### src/rtl/dvfs_pkg.sv
// Shared definitions for the DVFS governor: mode encodings, the POWERSAVE level
// and the per-mode voltage/frequency target functions.
package dvfs_pkg;

    typedef enum logic [2:0] {
        MODE_NORMAL  = 3'd0,
        MODE_PERF    = 3'd1,
        MODE_PSAVE   = 3'd2,
        MODE_THERMAL = 3'd3,
        MODE_BATTERY = 3'd4
    } mode_e;

    localparam int unsigned PS_LEVEL = 1;

    // Illegal encodings fall through to the NORMAL targets.
    function automatic int unsigned tgt_v(input mode_e m, input int unsigned vw);
        int unsigned vmax;
        vmax = (32'd1 << vw) - 32'd1;
        case (m)
            MODE_PERF:    return vmax;
            MODE_THERMAL: return vmax >> 1;
            MODE_PSAVE:   return PS_LEVEL;
            MODE_BATTERY: return 0;
            default:      return vmax >> 1;
        endcase
    endfunction

    function automatic int unsigned tgt_f(input mode_e m, input int unsigned fw);
        int unsigned fmax;
        fmax = (32'd1 << fw) - 32'd1;
        case (m)
            MODE_PERF:    return fmax;
            MODE_THERMAL: return fmax >> 2;
            MODE_PSAVE:   return PS_LEVEL;
            MODE_BATTERY: return 0;
            default:      return fmax >> 1;
        endcase
    endfunction

endpackage

### src/rtl/dvfs_rail_seq.sv
// One voltage/frequency rail pair, stepped one code per tick toward its target
// so that voltage leads frequency on the way up and trails it on the way down.
module dvfs_rail_seq #(
    parameter int unsigned VW = 2,
    parameter int unsigned FW = 3
) (
    input  logic          clk,
    input  logic          rst_n,
    input  logic          tick,
    input  logic [VW-1:0] tv,
    input  logic [FW-1:0] tf,
    output logic [VW-1:0] v,
    output logic [FW-1:0] f,
    output logic          at_target
);

    always_ff @(posedge clk or negedge rst_n) begin
        if (!rst_n) begin
            v <= '0;
            f <= '0;
        end else if (tick) begin
            if (f > tf)
                f <= f - FW'(1);
            else if (v < tv)
                v <= v + VW'(1);
            else if (f < tf)
                f <= f + FW'(1);
            else if (v > tv)
                v <= v - VW'(1);
        end
    end

    assign at_target = (v == tv) && (f == tf);

endmodule

### src/rtl/dvfs_governor.sv
// DVFS governor: debounced mode selection with exit hysteresis, tick prescaler
// and one rail sequencer per core domain plus one for the memory domain.
module dvfs_governor
    import dvfs_pkg::*;
#(
    parameter int unsigned NUM_CORES = 2,
    parameter int unsigned VW        = 2,
    parameter int unsigned FW        = 3,
    parameter int unsigned DWELL     = 4,
    parameter int unsigned STEP_WAIT = 2
) (
    input  logic                    clk,
    input  logic                    rst_n,
    input  logic                    perf_req,
    input  logic [1:0]              temp,
    input  logic [1:0]              batt,
    input  logic [NUM_CORES-1:0]    core_idle,
    output logic [NUM_CORES*VW-1:0] vcore,
    output logic [NUM_CORES*FW-1:0] fcore,
    output logic [VW-1:0]           vmem,
    output logic [FW-1:0]           fmem,
    output logic [2:0]              mode,
    output logic                    power_save,
    output logic                    busy
);

    localparam int unsigned CW = $clog2(DWELL + 1);
    localparam int unsigned TW = (STEP_WAIT > 0) ? $clog2(STEP_WAIT + 1) : 1;

    mode_e          mode_q, mode_d, cand, cand_q;
    logic [CW-1:0]  cnt_q, cnt_d;
    logic [TW-1:0]  tcnt_q;
    logic           tick;
    logic           power_save_q;

    logic [VW-1:0]  core_tv [NUM_CORES];
    logic [FW-1:0]  core_tf [NUM_CORES];
    logic [VW-1:0]  mem_tv;
    logic [FW-1:0]  mem_tf;
    logic [NUM_CORES-1:0] core_at;
    logic           mem_at;

    assign tick = (tcnt_q == TW'(STEP_WAIT));

    always_ff @(posedge clk or negedge rst_n) begin
        if (!rst_n)
            tcnt_q <= '0;
        else if (tick)
            tcnt_q <= '0;
        else
            tcnt_q <= tcnt_q + TW'(1);
    end

    // Hold clauses keep BATTERY/THERMAL until the input fully recovers.
    always_comb begin
        cand = MODE_NORMAL;
        if (batt <= 2'd1)
            cand = MODE_BATTERY;
        else if (mode_q == MODE_BATTERY && batt != 2'd3)
            cand = MODE_BATTERY;
        else if (temp >= 2'd2)
            cand = MODE_THERMAL;
        else if (mode_q == MODE_THERMAL && temp != 2'd0)
            cand = MODE_THERMAL;
        else if (perf_req)
            cand = MODE_PERF;
        else if (&core_idle)
            cand = MODE_PSAVE;
    end

    always_ff @(posedge clk or negedge rst_n) begin
        if (!rst_n) begin
            mode_q       <= MODE_NORMAL;
            cand_q       <= MODE_NORMAL;
            cnt_q        <= '0;
            power_save_q <= 1'b0;
        end else begin
            mode_q       <= mode_d;
            cand_q       <= cand;
            cnt_q        <= cnt_d;
            power_save_q <= (mode_d == MODE_PSAVE) || (mode_d == MODE_BATTERY);
        end
    end

    // A streak continues only while the same differing candidate persists;
    // cnt_q is zero whenever the previous candidate matched the mode.
    always_comb begin
        int unsigned streak;
        logic        legal;
        mode_d = mode_q;
        cnt_d  = cnt_q;
        streak = 1;
        case (mode_q)
            MODE_NORMAL, MODE_PERF, MODE_PSAVE, MODE_THERMAL, MODE_BATTERY: legal = 1'b1;
            default: legal = 1'b0;
        endcase
        if (!legal) begin
            mode_d = MODE_NORMAL;
            cnt_d  = '0;
        end else if (cand == mode_q) begin
            cnt_d = '0;
        end else begin
            if (cand == cand_q)
                streak = 32'(cnt_q) + 32'd1;
            if (streak >= DWELL) begin
                mode_d = cand;
                cnt_d  = '0;
            end else begin
                cnt_d = CW'(streak);
            end
        end
    end

    always_comb begin
        logic gate;
        gate   = (mode_q == MODE_NORMAL) || (mode_q == MODE_THERMAL);
        mem_tv = VW'(tgt_v(mode_q, VW));
        mem_tf = FW'(tgt_f(mode_q, FW));
        for (int unsigned i = 0; i < NUM_CORES; i++) begin
            if (gate && core_idle[i]) begin
                core_tv[i] = VW'(tgt_v(MODE_PSAVE, VW));
                core_tf[i] = FW'(tgt_f(MODE_PSAVE, FW));
            end else begin
                core_tv[i] = mem_tv;
                core_tf[i] = mem_tf;
            end
        end
    end

    for (genvar g = 0; g < NUM_CORES; g++) begin : g_core
        dvfs_rail_seq #(.VW(VW), .FW(FW)) u_rail (
            .clk       (clk),
            .rst_n     (rst_n),
            .tick      (tick),
            .tv        (core_tv[g]),
            .tf        (core_tf[g]),
            .v         (vcore[g*VW +: VW]),
            .f         (fcore[g*FW +: FW]),
            .at_target (core_at[g])
        );
    end

    dvfs_rail_seq #(.VW(VW), .FW(FW)) u_mem_rail (
        .clk       (clk),
        .rst_n     (rst_n),
        .tick      (tick),
        .tv        (mem_tv),
        .tf        (mem_tf),
        .v         (vmem),
        .f         (fmem),
        .at_target (mem_at)
    );

    assign mode       = mode_q;
    assign power_save = power_save_q;
    assign busy       = !(&core_at && mem_at);

endmodule

### config.mk
export PLATFORM = sky130hd
export DESIGN_NAME = dvfs_governor
export DESIGN_NICKNAME = d
export VERILOG_FILES = /design/src/rtl/dvfs_pkg.sv /design/src/rtl/dvfs_rail_seq.sv /design/src/rtl/dvfs_governor.sv
export SDC_FILE = /design/constraint.sdc
export NUM_CORES = 1
export LEC_CHECK = 0
export BUFFER_PORTS_ARGS = -buffer_cell sky130_fd_sc_hd__buf_2
export CORE_MARGIN = 2
export CORE_UTILIZATION = 35
export CTS_BUF_LIST = sky130_fd_sc_hd__clkbuf_4 sky130_fd_sc_hd__clkbuf_8
export CTS_CLUSTER_SIZE = 24
export DETAILED_ROUTE_END_ITERATION = 7
export GPL_TIMING_DRIVEN = 0
export SETUP_SLACK_MARGIN = 0.5
export SLEW_MARGIN = 10
export SYNTH_ARGS = -nofsm -noshare
export SYNTH_HDL_FRONTEND = slang
export SYNTH_SLANG_ARGS = --single-unit
### constraint.sdc
create_clock -name clk -period 2.9 [get_ports clk]
set_input_delay 0.87 -clock clk [delete_from_list [all_inputs] [get_ports clk]]
set_output_delay 0.87 -clock clk [all_outputs]
set_load 0.005 [all_outputs]
**Yosys cells after proc, flatten, opt, wreduce, memory -nomap -nowiden**

Cells that the tools add are included.

- Register bits after elaboration: 27
- Output and inout port bits: 20
- Logic and storage cells: 135

- Add/sub/neg operators: 14
- Order comparisons: 15
- Equal/unequal tests: 22
- Muxes and demuxes: 41
- Bitwise gates (word level): 3
- Reductions and logical operators: 29

Operators by type and width:

| operator | number |
|---|---|
| $mux 32 | 2 |
| $mux 3 | 19 |
| $ge 32x3->1 const B | 1 |
| $mux 2 | 16 |
| $eq 3x3->1 | 5 |
| $reduce_bool 2->1 | 7 |
| $ne 2x1->1 const B | 6 |
| $reduce_and 4->1 | 3 |
| $add 3x1->3 const B | 3 |
| $eq 3x2->1 const B | 3 |
| $gt 3x3->1 | 3 |
| $lt 3x3->1 | 3 |
| $pmux 3 s3 | 1 |
| $reduce_and 3->1 | 3 |
| $sub 3x1->3 const B | 3 |
| $add 2x1->2 const B | 4 |
| $logic_and 1x1->1 | 8 |
| $eq 2x2->1 | 3 |
| $eq 3x3->1 const B | 2 |
| $gt 2x2->1 | 3 |
| $lt 2x2->1 | 3 |
| $sub 2x1->2 const B | 3 |
| $reduce_or 5->1 | 1 |
| $add 3x1->4 const B | 1 |
| other kinds (14) | 18 |

**Logic depth before layout (Yosys ltp)**

- Depth in word-level cells: 17
- Gate-level depth with buffers: 12
- Mapped depth without buffers: 11

**Hierarchy**

From an unflattened synthesis, not the netlist that was laid out.

- Cell total of the unflattened synthesis: 242
- Area, all modules: 2,138.3 um2

Modules (own cells, without submodules):

| module | times used | cells an instance | area an instance (um2) | sequential area each (um2) |
|---|---|---|---|---|
| dvfs_rail_seq | 3 | 49 | 441.7 | 125.1 |
| dvfs_governor | 1 | 95 | 813.3 | 300.3 |

**Worst setup path before layout**

Ideal clock, no wire load.

- Kind: reg2out
- Start point: reg mode_q[2], in the netlist mode[2]
- End point: out busy
- Arrival time: 1.883 ns
- Path slack: 0.147 ns
- Stages on the path, launching flop included: 8
- Path buffers: 1
- Cell sequence: dfrtp_1 clkbuf_1 inv_1 or3_1 ha_1 nand3_1 nor4_1 nand3_1

- Word-level cells in the longest chain between the ends: 9

Ends and longest elaborated chain:

| element | RTL line | text |
|---|---|---|
| start, declared | dvfs_governor.sv:30 | `mode_e mode_q, mode_d, cand, cand_q;` |
| start signal, assigned | dvfs_governor.sv:78 | `mode_q <= mode_d;` |
| $eq 3x2->1, or another cell as far along | dvfs_pkg.sv:31, dvfs_governor.sv:116 |  |
| $reduce_or 2->1 (no source line) / $logic_or 1x1->1 (equally long branches) | - |  |
| $pmux 3 s3 / $logic_and 1x1->1 (equally long branches) | dvfs_pkg.sv:31, dvfs_governor.sv:120 |  |
| $mux 3 / $mux 2 (equally long branches) | dvfs_governor.sv:120 | `if (gate && core_idle[i]) begin` |
| $eq 3x3->1 / $eq 2x2->1 (equally long branches) | dvfs_rail_seq.sv:33 | `assign at_target = (v == tv) && (f == tf);` |
| $logic_and 1x1->1 | dvfs_rail_seq.sv:33 |  |
| $reduce_and 2->1 | dvfs_governor.sv:156 | `assign busy = !(&core_at && mem_at);` |
| $logic_and 1x1->1 * | dvfs_governor.sv:156 |  |
| $logic_not 1->1 * | dvfs_governor.sv:156 |  |
| end, declared | dvfs_governor.sv:24 | `output logic busy` |

Mark *: on every way between the ends. The rest lies on a longest branch, timed or not.

**Worst setup path after layout**

Same ends and word-level chain as after synthesis.

==> metrics.yaml <==
outcome: "complete, but fails checks"
failed_checks: "negative setup slack"
finClkSkew_ns: 0.00359
firstDrtPassIters: 5
grt_use_total_pct: 15.3
die_w_um: 79.9
drc: 0
area_growth_pct: 39.8
path_max_fanout: 5
peakVddDrop_uv: 636
initial_core_util_pct: 36.4
synthCells: 219
antenna_left: 0
avgSynthCellArea_um2: 9.20
drv_cap: 0
async_flop_share_pct: 100
drt-initial-drc-count: 41
syn_nets: 247
grt_pass1_wl_um: 7820
powerDensity_nw_per_um2: 1100
overflow: 0
startpoint_type: "flip-flop"
synth-main-ff-cell: "dfrtp_1"
io_pins: 29
drv_slew: 0
hpwl_um: 3320
cts_sinks: 27
synth_commonest_cells: "27 x dfrtp_1, 18 x nor2_1, 16 x ha_1, 16 x inv_1"
synth-simple-area-share_pct: 22.0
synthTopCellsByArea: "dfrtp_1 34%, ha_1 9.9%, xnor2_1 5.6%"
coreArea_um2: 5540
finalCritPeriodShare_pct: 106
rows: 27
ys_seq_elements: 27
synth_xor_xnor_area_share_pct: 9.12
final_area_um2: 2820
synth_most_common_cell: "dfrtp_1"
finalSetupViolCount: 1
synth_top_area_share_pct: 33.5
route.vias.total: 1759
synth_area_leader_cell: "dfrtp_1"
hold_viol: 0
port_buffers: 27
setup_ws_ns: -0.172
worst_slew_pin_slew_ns: 0.643
clkTransAtPathRegs_ns: 0.10
via_per_inst: 5.17
synth_cell_type_count: 54
cts-htree-levels: 1
ys_seq_area_share_pct: 33.5
nets: 297
path_class: "reg2out"
n_fill_cell: 531
synth_adder_area_share_pct: 12.9
netlist_area_um2: 2020
wire_per_inst_um: 14.4
slew_headroom_pct: 57.1
die-height_um: 79.9
worstHoldPathType: "reg2reg"
cts_tree: "yes"
p_leak_nw: 1.17
synth-edff-count: 0
muxShareOfSynthArea_pct: 1.18
fin_util_pct: 50.9
synth_top_family_by_area: "simple AND/OR/NAND/NOR gates"
cts_root_buf: "clkbuf_8"
clock.fmax_ghz: 0.326
drive_gt1_share_pct: 41.4
detailed_place.area_um2: 2280
rsz0062_at_grt: "yes"
clk_path_buf_depth: 2
synth_compound_area_share_pct: 16.6
gp_routability_congestion: 0.815
worstSetupEndpointType: "primary output"
grt_max_degree: 28
arrival_ns: 2.20
die-area_um2: 6380
grt_pass1_vias: 1691
yosys_warnings: 0
antenna_cells: 0
fin_crit_ns: 3.07
cts_buffers: 3
clk_latency_ns: 0.28
routed_wirelength_um: 4890
cp.required_ns: 2.03
antenna_found_initial: 0
[cell type report]
class / count / area (µm²) / area share [%]
buffer: 6 / 60.1 / 2.13
multi-input combinational: 169 / 1580 / 56.0
sequential: 27 / 677 / 24.0
clock buffer: 4 / 48.8 / 1.73
tap: 72 / 90.1 / 3.20
timing repair buffer: 45 / 294 / 10.4
inverter: 17 / 71.3 / 2.53
[through the flow]
step | total power, W | setup slack (ns) | hold slack, ns | cells | setup TNS (ns)
6_report | 0.00311 | -0.172 | 0.434 | 340 | -0.172
4_1_cts | 0.00266 | -0.210 | 0.435 | 332 | -0.210
3_3_place_gp | 0.00205 | -0.149 | 0.415 | 318 | -0.149
2_1_floorplan | 0.00172 | 0.305 | 0.402 | 219 | 0
5_1_grt | 0.00341 | -0.281 | 0.478 | 340 | -0.281
3_5_place_dp | 0.00208 | -0.140 | 0.419 | 318 | -0.140
[what timing repair did]
action | 4_1_cts | 5_1_grt
resized for setup | 25 | 40
buffers inserted | 10 | 8
hold buffers | 0 | 0
pin swaps | 13 | 22
endpoints found under the setup margin | 16 | 18
[cell families after synthesis]
kind of cell	count (synthesis)
AND/OR/NAND/NOR	79
AO/OA/AOI/OAI	47
buffers and inverters	23
adder cells (fa/ha/maj)	19
flip-flops	27
multiplexers	2
XOR/XNOR	21
other	1
[cells in the final DEF (no fill, tap or decap), types with 4 or more instances in the layout]
cell type   n
a21oi_1     8
a21oi_2     5
a31oi_1     4
buf_2      25
buf_4      14
buf_6       7
dfrtp_1    26
ha_1       10
ha_4        6
inv_1      15
nand2_1    13
nand2b_1    5
nand3_4     4
nor2_1     15
nor3_1      4
o21a_1      4
o21ai_0     4
xnor2_1    13
xor2_1      8
[flip-flops by register name (all words and copies together) (netlist names)]
| name | count |
|---|---|
| cand_q | 3 |
| cnt_q | 3 |
| g_core.u_rail.f | 6 |
| g_core.u_rail.v | 4 |
| mode | 3 |
| power_save | 1 |
| tcnt_q | 2 |
| u_mem_rail.f | 3 |
| u_mem_rail.v | 2 |
[per-layer routing]
layer  global-route usage [%]  share of wire [%]  vias to the layer above
li1                         -                  -                      870
met1                     18.5                 43                      853
met2                     27.8                 52                       30
met3                     3.28                4.1                        6
met4                     3.39               0.92                        0
met5                        0                  0                        -
[worst max-delay path, cell delays in order (launching register included)]
cell and delay (ns):
dfrtp_1 0.39, buf_8 0.13, clkinvlp_4 0.11, or3_4 0.45, ha_4 0.29, nand3_4 0.07, nor4_4 0.26, nand3_1 0.10
buf_2 0.13
[path summary, 6_finish.rpt]
check / from / to / slack, ns / cells past startpoint
max in group asynchronous: rst_n / mode[0] / 1.85 / 1
worst max-delay path: mode[2] / busy / -0.17 / 8
worst max register to register: mode[2] / u_mem_rail.f[2] / 0.32 / 12
worst min register to register: tcnt_q[0] / tcnt_q[0] / 0.43 / 1
worst min-delay path: tcnt_q[0] / tcnt_q[0] / 0.43 / 1
min in group asynchronous: rst_n / mode[1] / 0.60 / 1
[power by group]
part	switching [W]	total (W)	internal [W]
combinational	0.00110	0.00224	0.00114
sequential	0.000120	0.000636	0.000516
clock	0.000125	0.000233	0.000108
total	0.00135	0.00311	0.00177
Power figures use the tool's default switching activity.
